--- config.mk ---
export PLATFORM = sky130hd
export DESIGN_NAME = path_result_mailbox
export DESIGN_NICKNAME = d
export VERILOG_FILES = /design/src/rtl/path_mailbox_pkg.sv /design/src/rtl/sync_fifo.sv /design/src/rtl/path_result_mailbox.sv
export SDC_FILE = /design/constraint.sdc
export NUM_CORES = 1
export LEC_CHECK = 0
export BUFFER_PORTS_ARGS = -buffer_cell sky130_fd_sc_hd__buf_4
export CELL_PAD_IN_SITES_DETAIL_PLACEMENT = 1
export CELL_PAD_IN_SITES_GLOBAL_PLACEMENT = 2
export CORE_ASPECT_RATIO = 1.1
export CORE_UTILIZATION = 35
export DETAILED_ROUTE_END_ITERATION = 8
export MAX_ROUTING_LAYER = met4
export PLACE_DENSITY = 0.74
export SETUP_SLACK_MARGIN = 0.4
export SLEW_MARGIN = 20
export SYNTH_ARGS = -nofsm -noshare
export SYNTH_HDL_FRONTEND = slang
export SYNTH_HIERARCHICAL = 1
export SYNTH_SLANG_ARGS = --single-unit
--- constraint.sdc ---
create_clock -name clk -period 4.7 [get_ports clk]
set_clock_uncertainty 0.05 [all_clocks]
set_input_delay 0.705 -clock clk [delete_from_list [all_inputs] [get_ports clk]]
set_output_delay 0.705 -clock clk [all_outputs]
set_load 0.05 [all_outputs]
--- src/rtl/path_mailbox_pkg.sv ---
// Shared address map, error-bit indices and store decode for the path-result mailbox.
package path_mailbox_pkg;

    localparam logic [31:0] OFS_START = 32'd0;
    localparam logic [31:0] OFS_END   = 32'd4;
    localparam logic [31:0] OFS_NODE  = 32'd8;
    localparam logic [31:0] OFS_DONE  = 32'd12;

    localparam int ERR_BAD_DONE = 0;
    localparam int ERR_OVERFLOW = 1;
    localparam int ERR_RANGE    = 2;
    localparam int ERR_LATE     = 3;
    localparam int ERR_W        = 4;

    typedef enum logic [1:0] {
        ST_NONE,
        ST_NODE,
        ST_DONE
    } store_kind_e;

    // Only the node and done words matter; start/end words are snooped but ignored.
    function automatic store_kind_e decode_store(input logic        mem_write,
                                                 input logic [31:0] adr,
                                                 input logic [31:0] base);
        store_kind_e kind;
        kind = ST_NONE;
        if (mem_write && adr == base + OFS_NODE)      kind = ST_NODE;
        else if (mem_write && adr == base + OFS_DONE) kind = ST_DONE;
        return kind;
    endfunction

endpackage

--- src/rtl/sync_fifo.sv ---
// Single-clock FIFO with combinational head read; push while full succeeds only alongside a pop.
module sync_fifo #(
    parameter int  DEPTH = 16,
    parameter int  WIDTH = 5,
    localparam int AW    = $clog2(DEPTH),
    localparam int CW    = $clog2(DEPTH + 1)
) (
    input  logic             clk,
    input  logic             reset,
    input  logic             clr,
    input  logic             push,
    input  logic             pop,
    input  logic [WIDTH-1:0] wdata,
    output logic [WIDTH-1:0] rdata,
    output logic             full,
    output logic             empty,
    output logic [CW-1:0]    count
);

    logic [WIDTH-1:0] mem [DEPTH];
    logic [AW-1:0]    wr_ptr;
    logic [AW-1:0]    rd_ptr;
    logic             do_push;
    logic             do_pop;

    assign empty   = (count == '0);
    assign full    = (count == CW'(DEPTH));
    assign do_pop  = pop & ~empty;
    assign do_push = push & (~full | do_pop);
    assign rdata   = mem[rd_ptr];

    always_ff @(posedge clk) begin
        if (!reset || clr) begin
            wr_ptr <= '0;
            rd_ptr <= '0;
            count  <= '0;
        end else begin
            if (do_push) wr_ptr <= wr_ptr + AW'(1);
            if (do_pop)  rd_ptr <= rd_ptr + AW'(1);
            case ({do_push, do_pop})
                2'b10:   count <= count + CW'(1);
                2'b01:   count <= count - CW'(1);
                default: count <= count;
            endcase
        end
    end

    // Storage carries no reset; entries are only visible through count/empty.
    always_ff @(posedge clk) begin
        if (reset && !clr && do_push) mem[wr_ptr] <= wdata;
    end

endmodule

--- src/rtl/path_result_mailbox.sv ---
// Snoops CPU stores to the path-planner block, queues node points for the host, tracks done/error flags.
module path_result_mailbox
    import path_mailbox_pkg::*;
#(
    parameter logic [31:0] BASE_ADDR = 32'h0200_0000,
    parameter int          DEPTH     = 16,
    parameter int          NODE_W    = 5
) (
    input  logic                       clk,
    input  logic                       reset,
    input  logic                       MemWrite,
    input  logic [31:0]                DataAdr,
    input  logic [31:0]                WriteData,
    input  logic                       clr,
    input  logic                       rd_ready,
    output logic                       rd_valid,
    output logic [NODE_W-1:0]          rd_data,
    output logic [$clog2(DEPTH+1)-1:0] count,
    output logic                       done,
    output logic [ERR_W-1:0]           err
);

    store_kind_e kind;
    logic        node_st;
    logic        done_st;
    logic        pop;
    logic        push;
    logic        full;
    logic        empty;

    assign kind     = decode_store(MemWrite, DataAdr, BASE_ADDR);
    assign node_st  = (kind == ST_NODE);
    assign done_st  = (kind == ST_DONE);
    assign rd_valid = ~empty;
    assign pop      = rd_valid & rd_ready;
    // Once done is seen, further node points are late and never enter the queue.
    assign push     = node_st & ~done;

    sync_fifo #(
        .DEPTH (DEPTH),
        .WIDTH (NODE_W)
    ) u_fifo (
        .clk   (clk),
        .reset (reset),
        .clr   (clr),
        .push  (push),
        .pop   (pop),
        .wdata (WriteData[NODE_W-1:0]),
        .rdata (rd_data),
        .full  (full),
        .empty (empty),
        .count (count)
    );

    always_ff @(posedge clk) begin
        if (!reset || clr) begin
            done <= 1'b0;
            err  <= '0;
        end else begin
            if (node_st) begin
                if (|WriteData[31:NODE_W]) err[ERR_RANGE] <= 1'b1;
                if (done)                  err[ERR_LATE] <= 1'b1;
                else if (full && !pop)     err[ERR_OVERFLOW] <= 1'b1;
            end
            if (done_st) begin
                if (WriteData == 32'd1)       done <= 1'b1;
                else if (WriteData != 32'd0)  err[ERR_BAD_DONE] <= 1'b1;
            end
        end
    end

endmodule

# --- After elaboration in Yosys (flattened, before gate mapping) ---
# Memories as Yosys holds them, arrays and structs flattened. A register that Yosys moved wholly into a read port is not among the register bits.
# Index checks and enable logic that the tools add are counted.
classes:
  add_sub_neg: 4
  eq_ne: 8
  muxes: 7
  bitwise: 9
  reduce_logical: 18
ops:
  columns: ["cell", "n"]
  rows:
  - ["equality test 32 x 26 -> 1 bit (second input constant)", 2]
  - ["equality test 32 x 1 -> 1 bit (second input constant)", 1]
  - ["nonzero test 32 bit", 1]
  - ["OR reduction 27 bit", 1]
  - ["case mux 5 bit (2 select lines)", 1]
  - ["adder 4 x 1 -> 4 bit (second input constant)", 2]
  - ["2-to-1 mux 4 bit", 2]
  - ["AND reduction 2 bit", 3]
  - ["AND reduction 3 bit", 2]
  - ["adder 5 x 1 -> 5 bit (second input constant)", 1]
  - ["equality test 5 bit (second input constant)", 1]
  - ["logical AND 1 bit", 5]
  - ["logical NOT 5 bit", 1]
  - ["subtractor 5 x 1 -> 5 bit (second input constant)", 1]
  - ["AND 1 bit", 4]
  - ["equality test 2 x 1 -> 1 bit (second input constant)", 2]
  - ["equality test 2 bit (second input constant)", 2]
  - ["2-to-1 mux 2 bit", 2]
  - ["NOT 1 bit", 4]
  - ["logical NOT 1 bit", 3]
  - ["2-to-1 mux 1 bit", 2]
  - ["nonzero test 2 bit", 1]
  - ["logical OR 1 bit", 1]
  - ["OR 1 bit", 1]
totals:
  reg_bits: 18
  ramBits: 80
  output_inout_bits: 16
  wordCells: 55
  memories: 1
mem_list:
  columns: ["memory", "depth", "width", "rd", "rd_clocked_by_memory_dff", "wr", "line_no", "text"]
  rows:
  - ["u_fifo.mem", 16, 5, 1, 1, 1, "sync_fifo.sv:20", "logic [WIDTH-1:0] mem [DEPTH];"]

# --- Longest topological paths before layout ---
logic_depth:
  ltp_word: 10
  depth_mapped: 13
  mapped_depth_nobuf: 12

# --- By module ---
# Netlist, hierarchy kept.
by_module_without_submodules:
  columns: ["module", "instances", "cells_per_inst", "area_per_inst_um2", "seq_area_each_um2"]
  rows:
  - ["sync_fifo", 1, 258, 4076.4, 2742.6]
  - ["path_result_mailbox", 1, 46, 367.9, 100.1]

# --- Worst setup path before layout ---
# OpenSTA, ideal clock, no wires.
synth_timing:
  path_type: "input to register"
  from: "input port DataAdr[31]"
  to: "register u_fifo.count[4]"
  arrival_ps: 3300
  required_time_ps: 4530
  path_slack_ps: 1230
  path_stages: 13
  n_path_buf: 1
  path_cell_list: "nor4b_1 > nand4_1 > or2_1 > nor3_1 > clkbuf_1 > nor2b_1 > o21ai_4 > inv_2 > ha_1 > nand2b_1 > a21o_1 > a2111o_1 > a211o_1"
synth_between:
  elab_chain_cells: 9
  elab_cells_between_ends: 13
  cone_classes: "eq/ne: 5; mux: 3; bitwise: 2; reduce/logical: 3"
synth_rtl:
  columns: ["element", "line_no", "text"]
  rows:
  - ["start, declared", "path_result_mailbox.sv:12", "input logic [31:0] DataAdr,"]
  - ["equality test 32 x 26 -> 1 bit", "path_mailbox_pkg.sv:28", "else if (mem_write && adr == base + OFS_DONE) kind = ST_DONE;"]
  - ["logical AND 1 bit", "path_mailbox_pkg.sv:28", null]
  - ["2-to-1 mux 2 bit", "path_mailbox_pkg.sv:28", null]
  - ["2-to-1 mux 2 bit *", "path_mailbox_pkg.sv:27", "if (mem_write && adr == base + OFS_NODE) kind = ST_NODE;"]
  - ["equality test 2 x 1 -> 1 bit *", "path_result_mailbox.sv:32", "assign node_st = (kind == ST_NODE);"]
  - ["AND 1 bit *", "path_result_mailbox.sv:37", "assign push = node_st & ~done;"]
  - ["net push", "path_result_mailbox.sv:27", "logic push;"]
  - ["AND 1 bit *", "sync_fifo.sv:29", "assign do_push = push & (~full | do_pop);"]
  - ["equality test 2 x 1 -> 1 bit / equality test 2 bit (equally long branches)", "sync_fifo.sv:40", "case ({do_push, do_pop})"]
  - ["case mux 5 bit (2 select lines) / nonzero test 2 bit (equally long branches)", null, null]
  - ["end signal, assigned", "sync_fifo.sv:41", "2'b10: count <= count + CW'(1);"]
  - ["end signal, assigned", "sync_fifo.sv:42", "2'b01: count <= count - CW'(1);"]
  - ["end signal, assigned", "sync_fifo.sv:43", "default: count <= count;"]
  - ["end, declared", "sync_fifo.sv:17", "output logic [CW-1:0] count"]
# The timed path passes the listed nets; every way through them passes the cells marked *.
# A chain may end at the register's enable or synchronous reset.

# --- Worst setup path after layout ---
layout_timing:
  from: "register u_fifo.count[0]"
  to: "register u_fifo.count[4]"
layout_between:
  elab_chain_cells: 8
  elab_cells_between_ends: 14
  cone_classes: "add/sub: 2; eq/ne: 3; mux: 1; bitwise: 6; reduce/logical: 2"
layout_rtl:
  columns: ["element", "line_no", "text"]
  rows:
  - ["logical NOT 5 bit *", "sync_fifo.sv:26", "assign empty = (count == '0);"]
  - ["net empty", "path_result_mailbox.sv:29", "logic empty;"]
  - ["NOT 1 bit *", "path_result_mailbox.sv:34", "assign rd_valid = ~empty;"]
  - ["AND 1 bit *", "path_result_mailbox.sv:35", "assign pop = rd_valid & rd_ready;"]
  - ["net pop", "path_result_mailbox.sv:26", "logic pop;"]
  - ["AND 1 bit *", "sync_fifo.sv:28", "assign do_pop = pop & ~empty;"]
  - ["OR 1 bit", "sync_fifo.sv:29", null]
  - ["AND 1 bit", "sync_fifo.sv:29", null]
  - ["equality test 2 x 1 -> 1 bit / equality test 2 bit (equally long branches)", "sync_fifo.sv:40", null]
  - ["case mux 5 bit (2 select lines) / nonzero test 2 bit (equally long branches)", null, null]
# Marked as above.

==> results.sh <==
export IMPL_outcome="complete, no violations"
export IMPL_avgSynthCellArea_um2=14.6
export IMPL_grt_total_usage_pct=17.6
export IMPL_cts_sinks=102
export IMPL_yosysSeqAreaShare_pct=64.0
export IMPL_grt_pass1_vias=3118
export IMPL_antenna_cells=0
export IMPL_start_util_pct=36.5
export IMPL_hold_viol_final=0
export IMPL_num_rows=42
export IMPL_grt_pass1_wl_um=16700
export IMPL_rrSetupSlack_ns=1.16
export IMPL_design_core_area_um2=12200
export IMPL_power_switching_mw=0.377
export IMPL_synth_seq_cells=102
export IMPL_crit_path_end_kind="flop"
export IMPL_pwr_share_seq_pct=55.1
export IMPL_drt_iter0_drc=111
export IMPL_arrival_ns=3.73
export IMPL_vias_per_cell=5.17
export IMPL_cts_buffers=9
export IMPL_synth_edf_count=80
export IMPL_combPwrFrac_pct=3.8
export IMPL_cts_max_level=3
export IMPL_postRouteAntennaNets=0
export IMPL_grt_ovfl_total=0
export IMPL_finalSetupViolCount=0
export IMPL_holdWs_ns=0.414
export IMPL_cp_slowest_cell="nor2b_1"
export IMPL_dieArea_um2=13200
export IMPL_p_per_area_nw_per_um2=318
export IMPL_dp_cells=533
export IMPL_cts_resized=0
export IMPL_syn_area_um2=4440
export IMPL_port_buffers=84
export IMPL_final_nets=468
export IMPL_post_route_min_period_ns=3.54
export IMPL_drt_total_wl_um=10300
export IMPL_slew_limit_headroom_pct=30.7
export IMPL_rsz0062_at_grt="no"
export IMPL_io_pins=85
export IMPL_synth_cells=304
export IMPL_wire_per_inst_um=18.8
export IMPL_ys_warnings_count=6
export IMPL_hp_class="flop to flop"
export IMPL_cp_required_ns=4.89
export IMPL_final_cell_mix="buf_4, edfxtp_1, nor2_1, dfxtp_1, mux4_2"
export IMPL_clock_latency_ns=0.35
export IMPL_synth_distinct_cells=51
export IMPL_synth_flop_cell="edfxtp_1"
export IMPL_critPathMaxStageDelay_ns=0.49
export IMPL_fillCellCount=1270
export IMPL_startpoint_type="flop"
export IMPL_p_leak_nw=1.92
export IMPL_final_max_slew_violation_count=0
export IMPL_hpwl_um=7540
export IMPL_critPathKind="flop to flop"
export IMPL_die_w_um=109
export IMPL_vias=2836
export IMPL_tightest_slew_ns=1.04
export IMPL_antenna_found_initial=0
export IMPL_cts_reportedPaths_clkPinSlew_ns=0.07
export IMPL_drc=0
export IMPL_layoutNonFillerInstCount=549
export IMPL_cap_violations=0
export IMPL_fmaxAchievable_ghz=0.283
export IMPL_grt_max_degree=21
export IMPL_finalSetupTns_ns=0
export IMPL_syn2layout_area_growth_pct=24.2
export IMPL_ctsHoldBuffers=0
export IMPL_period_share_pct=75.3
export IMPL_syn_num_nets=382
export IMPL_post_cts_setup_buffers=0
export IMPL_die_y_um=120
export IMPL_cts_tree="yes"
export IMPL_internal_power_mw=1.38
export IMPL_vdd_drop_max_mv=0.232
export IMPL_crit_path_cell_trace="or4_1 -> nor2_1 -> nor2b_1 -> nor2b_1 -> o21ai_4 -> fa_1 -> nand2b_1 -> a21o_1 -> a2111o_1 -> a211o_1"
export IMPL_pre_cts_ws_ns=0.994
export IMPL_final_common_cell="buf_4"
export IMPL_pwr_share_clk_pct=41.1
export IMPL_synthArstFlopShare_pct=0
export IMPL_cp_common_cell="nor2b_1"
export IMPL_swShare_pct=21.4
export IMPL_drt_pass1_iter_count=4
export IMPL_root_buffer="clkbuf_16"
export IMPL_place_congestion=0.783
export IMPL_cts_max_path_buffers=2
export IMPL_worst_slack_ns=1.16
export IMPL_total_power_mw=1.76
export IMPL_drive_above_1_share_pct=33.2
export IMPL_crit_fanout=9
## area by class of cell
cell class	count	area, um^2	share of cell area [%]
flip-flops and latches	102	2840	51.5
multi-input cells	183	1520	27.5
repair buffers	86	646	11.7
clock buffers	9	225	4.08
well taps	154	193	3.49
clock inverters	7	63.8	1.16
inverters	8	30.0	0.544
## synth_stat cells, types with 4 or more instances
cell,instances,area share [%]
xor2_1,4,0.79
a22oi_1,10,1.7
nand3_1,5,0.56
edfxtp_1,80,54
mux4_2,20,10
nand2_1,17,1.4
o31ai_1,6,1.0
nor2_1,38,3.2
clkbuf_1,7,0.59
nor2b_1,8,1.1
nor4_1,12,1.7
nand4_1,6,0.84
inv_1,7,0.59
dfxtp_1,22,9.9
ha_1,8,2.3
## registers in the layout, indices dropped and copies added, names as in the netlist, named ones only
register       flops
u_fifo/mem        80
u_fifo/wr_ptr      4
u_fifo/rd_ptr      4
done               1
u_fifo/count       5
err                4
## power by group through the flow
stage	Sequential, mW	Clock [mW]	Combinational [mW]
2_1_floorplan	0.991	0	0.00978
3_3_place_gp	0.990	0	0.0647
3_5_place_dp	0.990	0	0.0675
4_1_cts	0.969	0.739	0.0676
5_1_grt	0.969	0.776	0.0724
6_report	0.970	0.722	0.0663
## routing by layer
metal | track usage [%] | routed length [um]
met5 | - | 0
met4 | 5.00 | 61
met3 | 2.59 | 299
met2 | 30.4 | 5440
met1 | 21.3 | 4520
## stage by stage
stage	area, um^2	util [%]
6_report	5520	45.3
5_1_grt	5520	45.3
4_1_cts	5520	45.3
3_5_place_dp	5230	42.9
3_3_place_gp	5230	42.9
2_1_floorplan	4440	-
## worst max-delay path, delay by kind of cell (launching register included)
kind / cells / cell delay (ns)
AOI/OAI and AO/OA: 4 / 0.92
adders and majority gates: 1 / 0.44
DFF: 1 / 0.45
and+or+nand+nor: 5 / 1.55
## final timing paths
check | startpoint | end | cells after the start
worst max-delay path | u_fifo/count[0] | u_fifo/count[4] | 10
worst min-delay path | err[1] | err[1] | 2
worst max register to register | u_fifo/count[0] | u_fifo/count[4] | 10
worst min register to register | err[1] | err[1] | 2
## cell families after synthesis
logic type,share of synthesized area [%]
buffers and inverters,1.83
AO/OA/AOI/OAI,7.12
XOR/XNOR,1.18
flip-flops,64.0
adder cells (fa/ha/maj),2.70
AND/OR/NAND/NOR,12.4
multiplexers,10.8
(Power assumes the default switching activity.)
